<file path="src/rtl/io_poll_hub.sv">
// io_poll_hub: memory-mapped hub for RAM, switch data, polled debounced button channels and the seven-segment register
//   clk        system clock, all state on the rising edge
//   rst_n      asynchronous active-low reset
//   cpu_addr   CPU address; cpu_wdata / cpu_we / cpu_rd are the bus write data and strobes
//   cpu_rdata  combinational read data (RAM, I/O registers or DEFAULT_RDATA)
//   mem_we     RAM write enable for addresses 0..MEM_END
//   mem_rdata  RAM read data
//   buttons    raw asynchronous push buttons, active-high
//   seg_out    seven-segment display register
//   irq        registered OR of the ready flags enabled by the mask
module io_poll_hub #(
    parameter int                DATA_W        = 16,
    parameter int                ADDR_W        = 12,
    parameter logic [ADDR_W-1:0] MEM_END       = 12'h1FF,
    parameter int                NUM_CH        = 4,
    parameter logic [ADDR_W-1:0] IO_BASE       = 12'h900,
    parameter logic [ADDR_W-1:0] SEG_ADDR      = 12'hB00,
    parameter int                DEBOUNCE_CYC  = 16,
    parameter logic [DATA_W-1:0] DEFAULT_RDATA = 16'hF345
) (
    input  logic              clk,
    input  logic              rst_n,
    input  logic [ADDR_W-1:0] cpu_addr,
    input  logic [DATA_W-1:0] cpu_wdata,
    input  logic              cpu_we,
    input  logic              cpu_rd,
    output logic [DATA_W-1:0] cpu_rdata,
    output logic              mem_we,
    input  logic [DATA_W-1:0] mem_rdata,
    input  logic [NUM_CH-1:0] buttons,
    output logic [DATA_W-1:0] seg_out,
    output logic              irq
);
    localparam int CW = DEBOUNCE_CYC > 1 ? $clog2(DEBOUNCE_CYC) : 1;

    logic [NUM_CH-1:0] sync1_q, sync2_q, deb_q, deb_dly_q, ready_q, ovr_q, mask_q;
    logic [NUM_CH-1:0] deb_d, ready_d, ovr_d, mask_d, press, rd_data, rd_stat, live;
    logic [CW-1:0]     cnt_q [NUM_CH];
    logic [CW-1:0]     cnt_d [NUM_CH];
    logic [DATA_W-1:0] ch_data_q [NUM_CH];
    logic [DATA_W-1:0] ch_data_d [NUM_CH];
    logic [DATA_W-1:0] swdata_q, swdata_d, seg_q, seg_d, summary;
    logic              irq_q, irq_d;
    logic [ADDR_W-1:0] off;
    logic              is_mem, is_seg, is_io;

    assign off    = cpu_addr - IO_BASE;
    assign is_mem = cpu_addr <= MEM_END;
    assign is_seg = !is_mem && cpu_addr == SEG_ADDR;
    assign is_io  = !is_mem && !is_seg && cpu_addr >= IO_BASE && off < ADDR_W'(2 + 2 * NUM_CH);
    assign mem_we  = cpu_we && is_mem;
    assign seg_out = seg_q;
    assign irq     = irq_q;
    // Edge of the debounced level, one cycle after it toggles
    assign press   = deb_q & ~deb_dly_q;

    always_comb begin
        deb_d    = deb_q;
        swdata_d = (cpu_we && is_io && off == '0) ? cpu_wdata : swdata_q;
        mask_d   = (cpu_we && is_io && off == ADDR_W'(1)) ? cpu_wdata[NUM_CH-1:0] : mask_q;
        seg_d    = (cpu_we && is_seg) ? cpu_wdata : seg_q;
        irq_d    = |(ready_q & mask_q);
        rd_data  = '0;
        rd_stat  = '0;
        live     = '0;
        ready_d  = '0;
        ovr_d    = '0;
        for (int i = 0; i < NUM_CH; i++) begin
            cnt_d[i] = (sync2_q[i] == deb_q[i] || cnt_q[i] == CW'(DEBOUNCE_CYC - 1)) ? '0 : cnt_q[i] + 1'b1;
            if (sync2_q[i] != deb_q[i] && cnt_q[i] == CW'(DEBOUNCE_CYC - 1))
                deb_d[i] = sync2_q[i];
            rd_data[i] = cpu_rd && is_io && off == ADDR_W'(2 + 2 * i);
            rd_stat[i] = cpu_rd && is_io && off == ADDR_W'(3 + 2 * i);
            // A same-cycle data read empties the slot first, so a coincident press captures instead of overrunning
            live[i]      = ready_q[i] && !rd_data[i];
            ch_data_d[i] = (press[i] && !live[i]) ? swdata_q : ch_data_q[i];
            ready_d[i]   = press[i] || live[i];
            ovr_d[i]     = (press[i] && live[i]) || (ovr_q[i] && !rd_stat[i]);
        end
    end

    always_comb begin
        summary = '0;
        summary[NUM_CH-1:0] = ready_q;
        summary[8 +: NUM_CH] = mask_q;
        cpu_rdata = DEFAULT_RDATA;
        if (is_mem)
            cpu_rdata = mem_rdata;
        else if (is_seg)
            cpu_rdata = seg_q;
        else if (is_io) begin
            cpu_rdata = (off == '0) ? swdata_q : summary;
            for (int i = 0; i < NUM_CH; i++) begin
                if (off == ADDR_W'(2 + 2 * i))
                    cpu_rdata = ch_data_q[i];
                if (off == ADDR_W'(3 + 2 * i))
                    cpu_rdata = {{(DATA_W-2){1'b0}}, ovr_q[i], ready_q[i]};
            end
        end
    end

    always_ff @(posedge clk or negedge rst_n) begin
        if (!rst_n) begin
            sync1_q   <= '0;
            sync2_q   <= '0;
            deb_q     <= '0;
            deb_dly_q <= '0;
            ready_q   <= '0;
            ovr_q     <= '0;
            mask_q    <= '0;
            swdata_q  <= DATA_W'(1);
            seg_q     <= DATA_W'(1);
            irq_q     <= 1'b0;
            for (int i = 0; i < NUM_CH; i++) begin
                cnt_q[i]     <= '0;
                ch_data_q[i] <= '0;
            end
        end else begin
            sync1_q   <= buttons;
            sync2_q   <= sync1_q;
            deb_q     <= deb_d;
            deb_dly_q <= deb_q;
            ready_q   <= ready_d;
            ovr_q     <= ovr_d;
            mask_q    <= mask_d;
            swdata_q  <= swdata_d;
            seg_q     <= seg_d;
            irq_q     <= irq_d;
            cnt_q     <= cnt_d;
            ch_data_q <= ch_data_d;
        end
    end
endmodule

</file>
<file path="config.mk">
export PLATFORM = sky130hd
export DESIGN_NAME = io_poll_hub
export DESIGN_NICKNAME = d
export VERILOG_FILES = /design/src/rtl/io_poll_hub.sv
export SDC_FILE = /design/constraint.sdc
export NUM_CORES = 1
export LEC_CHECK = 0
export BUFFER_PORTS_ARGS = -buffer_cell sky130_fd_sc_hd__buf_2
export CAP_MARGIN = 20
export CORE_UTILIZATION = 25
export CTS_BUF_LIST = sky130_fd_sc_hd__clkbuf_8
export DETAILED_ROUTE_END_ITERATION = 10
export GPL_TIMING_DRIVEN = 0
export SLEW_MARGIN = 5
export SYNTH_ARGS = -nofsm -noshare
export SYNTH_HDL_FRONTEND = slang
export SYNTH_SLANG_ARGS = --single-unit
</file>
<file path="constraint.sdc">
create_clock -name clk -period 2.6 [get_ports clk]
set_input_delay 0 -clock clk [delete_from_list [all_inputs] [get_ports clk]]
set_output_delay 0 -clock clk [all_outputs]
set_load 0.03 [all_outputs]
</file>
==> results.toml, run 1 <==
[status]
status = "finished, violations left"
failed_checks = "design-rule violations"

[grt]
grt_use_total_pct = 14.6
antenna_found_initial = 0
grt_max_degree = 80
grt_pass1_wl_um = 29300
grt_pass1_vias = 5000
overflow = 0

[synth]
yosysMostFrequentCell = "dfrtp_1"
synth_flop_cell = "dfrtp_1"
synthTopCellsByArea = "dfrtp_1 (52%), mux2_1 (8.1%), mux2_2 (6.1%)"
syn_area_sq_um = 6670
synth_cells = 543
syn_avg_cell_area_sq_um = 12.3
synth_edf_count = 0
ys_seq_area_share_pct = 53.0
syn_nets = 599
yosys.area.top_type = "dfrtp_1"
synthArstFlopShare_pct = 100
synthTopCellsByCount = "dfrtp_1 (139), mux2_1 (48), mux2_2 (36)"
ys.warnings.count = 0
synth.top_cell.area_share_pct = 52.2
yosysUniqueCellTypes = 58
ys_seq_elements = 141

[floorplan]
fp.dieH_um = 165
start_util_pct = 25.5
dieArea_sq_um = 27300
placementRows = 59
die_width_um = 165
io_pins = 86
coreArea_sq_um = 26100

[routing]
drt-total-wl_um = 19000
num_vias = 4932
viasPerCell = 4.83
ant_nets = 0
wl_per_cell_um = 18.6
drt-pass1-iter-count = 8
drt_iter0_drc = 399
drt_drc_violations_left = 20

[power]
finalPower_mw = 4.37
leakage_nw = 3.96
max-vdd-ir-drop_mv = 0.287
power_density_nw_per_um2 = 526

[setup_path]
cp.arrival_ns = 2.54
reg2reg_to = "ch_data_q[58]"
path_cells = "buf_2, or4_4, buf_6, nor2_1, nand3_1, or3_1, a32oi_1, o221ai_1, buf_2"
reg2reg_from = "ready_q[0]"
r2r_slack_ns = 0.87
cp.required_ns = 2.60
cpMostUsedCell = "buf_2"
path_delay_family = "simple AND/OR/NAND/NOR gates"
worstPathMaxFanout = 7
cp.buffers_inverters = 3
cp_num_cells = 9
max_stage_delay_ns = 0.54
cp-end-kind = "output port"
critical_path_class = "in2out"
r2r_cells = 5
cp-start-kind = "input pin"
cp_slowest_cell = "or4_4"

[final_layout]
multi_input_area_sq_um = 3020
area.sequential_sq_um = 3530
syn2layout_area_growth_pct = 24.7
nets = 729
fillCellCount = 2683
drive_above_1_share_pct = 31.8

[sta]
fin_crit_ns = 2.54
finalSetupViolations = 0
slew_viol_final = 0
tightest_slew_ns = 1.05
period_share_pct = 97.8
hold_slack_ns = 0.0965
slew_headroom_pct = 29.3
finalHoldViolCount = 0
finalSetupTns_ns = 0
setup_slack_ns = 0.0578
fin_skew_ns = 0.00861
rsz0062_at_grt = "false"
fmax_mhz = 393

[worst_hold_path]
hold_path_class = "in2async"

[cts]
cts.clk_slew.worst_paths_ns = 0.07
clock_latency_ns = 0.45
cts_made_buffers = 17
ctsRootBufferMaster = "clkbuf_8"
cts.path.max_buffers = 2
h-tree-depth = 4
cts_tree = "yes"
clkSinkCount = 141

[place]
detailedPlace.worstSlack_ns = -0.709
dp_hpwl_um = 13500
portBuffers = 81
gp_congestion = 0.888

[job]
cap_violations = 0
-- state kept, by name, summed over array words and instances (netlist names) --
signal / count
sync2_q: 4
swdata_q: 16
mask_q: 4
cnt_q: 16
sync1_q: 4
irq: 1
deb_q: 4
ch_data_q: 64
seg_out: 16
ready_q: 4
ovr_q: 4
deb_dly_q: 4
-- cell usage in the layout (no fill, tap or decap), drive strengths merged, types with 16 or more instances in the layout --
| master | synthesis | final |
|---|---|---|
| clkbuf | 15 | 33 |
| buf | 17 | 107 |
| a21oi | 16 | 16 |
| mux2 | 104 | 104 |
| nand2 | 32 | 32 |
| dfrtp | 139 | 139 |
| dlygate4sd3 | 0 | 22 |
| a221oi | 18 | 18 |
| nor2 | 34 | 34 |
| nand3 | 19 | 19 |
-- where the power goes --
part	switching (mW)	internal (mW)	leakage [nW]
clock	0.850	0.988	0.213
combinational	0.186	0.113	1.84
sequential	0.0171	2.22	1.91
total	1.05	3.32	3.96
-- how the worst max path moves through the flow --
stage	startpoint	endpoint	slack, ns
5_1_grt	cpu_addr[7]	cpu_rdata[0]	0.002
3_3_place_gp	cpu_addr[3]	cpu_rdata[8]	-0.73
6_report	cpu_addr[7]	cpu_rdata[0]	0.06
4_1_cts	cpu_addr[7]	cpu_rdata[8]	0.008
3_5_place_dp	cpu_addr[3]	cpu_rdata[8]	-0.71
2_1_floorplan	cpu_addr[7]	cpu_rdata[2]	0.20
-- metrics by stage --
step,instance area (sq um),std cells,utilization (%)
after floorplan,6670,543,-
after global placement,7490,959,28.7
after detailed placement,7540,962,28.9
after CTS,8250,1016,31.6
after global routing,8310,1021,31.8
final,8320,1022,31.8
-- repair_timing --
| action | CTS | global route |
|---|---|---|
| gates resized for setup | 16 | 5 |
| hold endpoints to repair | 109 | 0 |
| hold buffers | 22 | 0 |
| pin swaps | 2 | 4 |
| endpoints found under the setup margin | 26 | 6 |
| buffers inserted | 1 | 5 |
-- kinds of logic after synthesis --
family	share of synthesized area, %
muxes	19.1
and+or+nand+nor	11.4
buffers and inverters	2.97
DFF	53.0
adders and majority gates	0.751
AOI/OAI and AO/OA	11.2
xor gates and xnor gates	1.58
-- routing by layer --
metal	up-vias	global-route usage [%]	wire length, um
li1	2279	-	-
met1	2481	19.7	8860
met2	151	22.6	8660
met3	21	3.30	1070
met4	0	5.99	375
met5	-	0	0
-- final cells by class --
type / count / share of cell area [%]
antenna: 1 / 0.0301
buffer: 31 / 2.21
clock buffer: 19 / 3.14
clock inverter: 13 / 1.81
inverter: 7 / 0.316
multi-input combinational: 363 / 36.4
sequential: 141 / 42.5
tap: 335 / 5.04
timing repair buffer: 112 / 8.62
Note: power is estimated with default switching activity, not from simulation.
==> inputs of run 2 (changes only) <==
- CORE_UTILIZATION: 25 -> 45
- PLACE_DENSITY: default -> 0.76
==> run 2 against run 1 <==
Compared with the run above:
- the flow now finishes without violations
- global-route usage grew 10 points
- setup slack lost 0.046 ns
- via count grew 4.2%
- count of clock-buffer cells in the layout grew 1
- die area shrank 44%
- power grew 0.14%
- fmax shrank 1.8%
- clock skew grew 0.0040 ns
- sequential share of layout area grew 1.4 points
- first-iteration DRC count grew 2.8%
- final cell count shrank 15%
- sequential power is essentially flat
- largest cell class unchanged
- largest power group unchanged
==> results.toml, run 2 (same netlist as run 1, synthesis figures left out) <==
[status]
status = "complete, no violations"

[cts]
cts_made_buffers = 17
cts.path.max_buffers = 2
cts_tree = "yes"
cts.clk_slew.worst_paths_ns = 0.07
clock_latency_ns = 0.46
ctsRootBufferMaster = "clkbuf_8"
h-tree-depth = 4
clkSinkCount = 141

[sta]
fin_skew_ns = 0.0126
finalSetupTns_ns = 0
tightest_slew_ns = 0.947
slew_viol_final = 0
period_share_pct = 99.6
finalHoldViolCount = 0
fin_crit_ns = 2.59
fmax_mhz = 386
rsz0062_at_grt = "true"
finalSetupViolations = 0
slew_headroom_pct = 36.5

[routing]
wl_per_cell_um = 20.8
num_vias = 5139
viasPerCell = 5.95
drt-pass1-iter-count = 7
drt_iter0_drc = 410
ant_nets = 0
drt-total-wl_um = 18000
drt_drc_violations_left = 0

[place]
gp_congestion = 0.897
dp_hpwl_um = 12200
portBuffers = 81

[worst_hold_path]
whs_path_depth = 4
hold_path_class = "in2reg"
min_to = "ovr_q[2]"
min-delay-start = "cpu_addr[8]"

[power]
finalPower_mw = 4.38
max-vdd-ir-drop_mv = 0.379
switching_share_pct = 23.6
switchingPower_mw = 1.03
p_int_mw = 3.34
leakage_nw = 3.92
power_frac_seq_pct = 51.1
power.share.clock_pct = 42.3
power_density_nw_per_um2 = 543
p_comb_share_pct = 6.7

[final_layout]
drive_above_1_share_pct = 31.2
antennaDiodeCount = 0
mostFrequentLayoutCell = "dfrtp_1"
top_register = "ch_data_q"
nets = 724
area.sequential_sq_um = 3530
multi_input_area_sq_um = 3000
mostFrequentLayoutCells = "dfrtp_1 (139), buf_2 (91), mux2_1 (48)"
largest_reg_flops = 64
syn2layout_area_growth_pct = 20.8
fillCellCount = 1177
utilization_pct = 55.6

[grt]
overflow = 0
grt_max_degree = 80
grt_pass1_vias = 5079
grt_use_total_pct = 25.0
grt_pass1_wl_um = 27900
antenna_found_initial = 0

[setup_path]
reg2reg_from = "ready_q[1]"
r2r_slack_ns = 0.83
reg2reg_to = "ch_data_q[44]"
cp.required_ns = 2.60
r2r_cells = 5
cp-end-kind = "output port"
critical_path_class = "in2out"
cp.arrival_ns = 2.59
worstPathMaxFanout = 10
cp-start-kind = "input pin"

[floorplan]
dieArea_sq_um = 15300
placementRows = 44
start_util_pct = 46.0
fp.dieH_um = 124
die_width_um = 124
coreArea_sq_um = 14500
io_pins = 86

[job]
cap_violations = 0
[run 2: area by class of cell]
class	count	share of cell area (%)
Inverter	7	0.326
Clock buffer	20	3.42
Sequential cell	141	43.8
Tap cell	184	2.86
Buffer	31	2.17
Multi-Input combinational cell	363	37.2
Clock inverter	11	1.76
Timing Repair Buffer	107	8.43
[run 2: per-layer routing]
layer | GRT usage [%] | wire length [um] | up-vias
met5 | 0 | 0 | -
met4 | 11.4 | 603 | 0
met3 | 6.23 | 1360 | 51
met2 | 37.7 | 8350 | 226
met1 | 33.9 | 7680 | 2611
li1 | - | - | 2251
[run 2: worst max-delay path, stage by stage]
cell,delay (ns)
buf_2,0.10
or4_4,0.52
buf_6,0.15
or4_4,0.51
buf_6,0.17
a221o_1,0.27
a221oi_1,0.28
a21oi_1,0.13
a221o_1,0.27
buf_2,0.18
[run 2: worst max-delay path by stage]
stage,cells past startpoint,end,slack [ns],from
3_3_place_gp,9,cpu_rdata[0],-0.56,cpu_addr[3]
4_1_cts,9,ch_data_q[53],0.03,cpu_addr[0]
5_1_grt,10,cpu_rdata[14],-0.05,cpu_addr[7]
6_report,10,cpu_rdata[14],0.01,cpu_addr[7]
3_5_place_dp,9,cpu_rdata[0],-0.52,cpu_addr[3]
2_1_floorplan,8,cpu_rdata[2],0.20,cpu_addr[7]
[run 2: per-stage QoR]
stage / hold slack (ns) / instance area, sq um / instances / worst slack [ns]
2_1_floorplan: -0.296 / 6670 / 543 / 0.199
3_3_place_gp: 0.109 / 7300 / 808 / -0.560
3_5_place_dp: 0.0342 / 7340 / 809 / -0.515
4_1_cts: 0.0381 / 8020 / 861 / 0.0265
5_1_grt: 0.0958 / 8060 / 864 / -0.0469
6_report: 0.0652 / 8060 / 864 / 0.0115
[run 2: what timing repair did]
action | CTS | global route
pin swaps | 0 | 2
endpoints found under the hold margin | 103 | 0
setup buffers | 0 | 2
endpoints found under the setup margin | 16 | 16
resized for setup | 10 | 5
hold buffers | 22 | 0
[run 2: power groups by stage]
stage                     Clock (mW)  Sequential, mW  Combinational, mW
after floorplan                    0            2.28              0.119
after global placement             0            2.28              0.246
after CTS                       1.87            2.23              0.290
after detailed placement           0            2.28              0.259
final                           1.85            2.24              0.293
after global routing            1.97            2.24              0.323
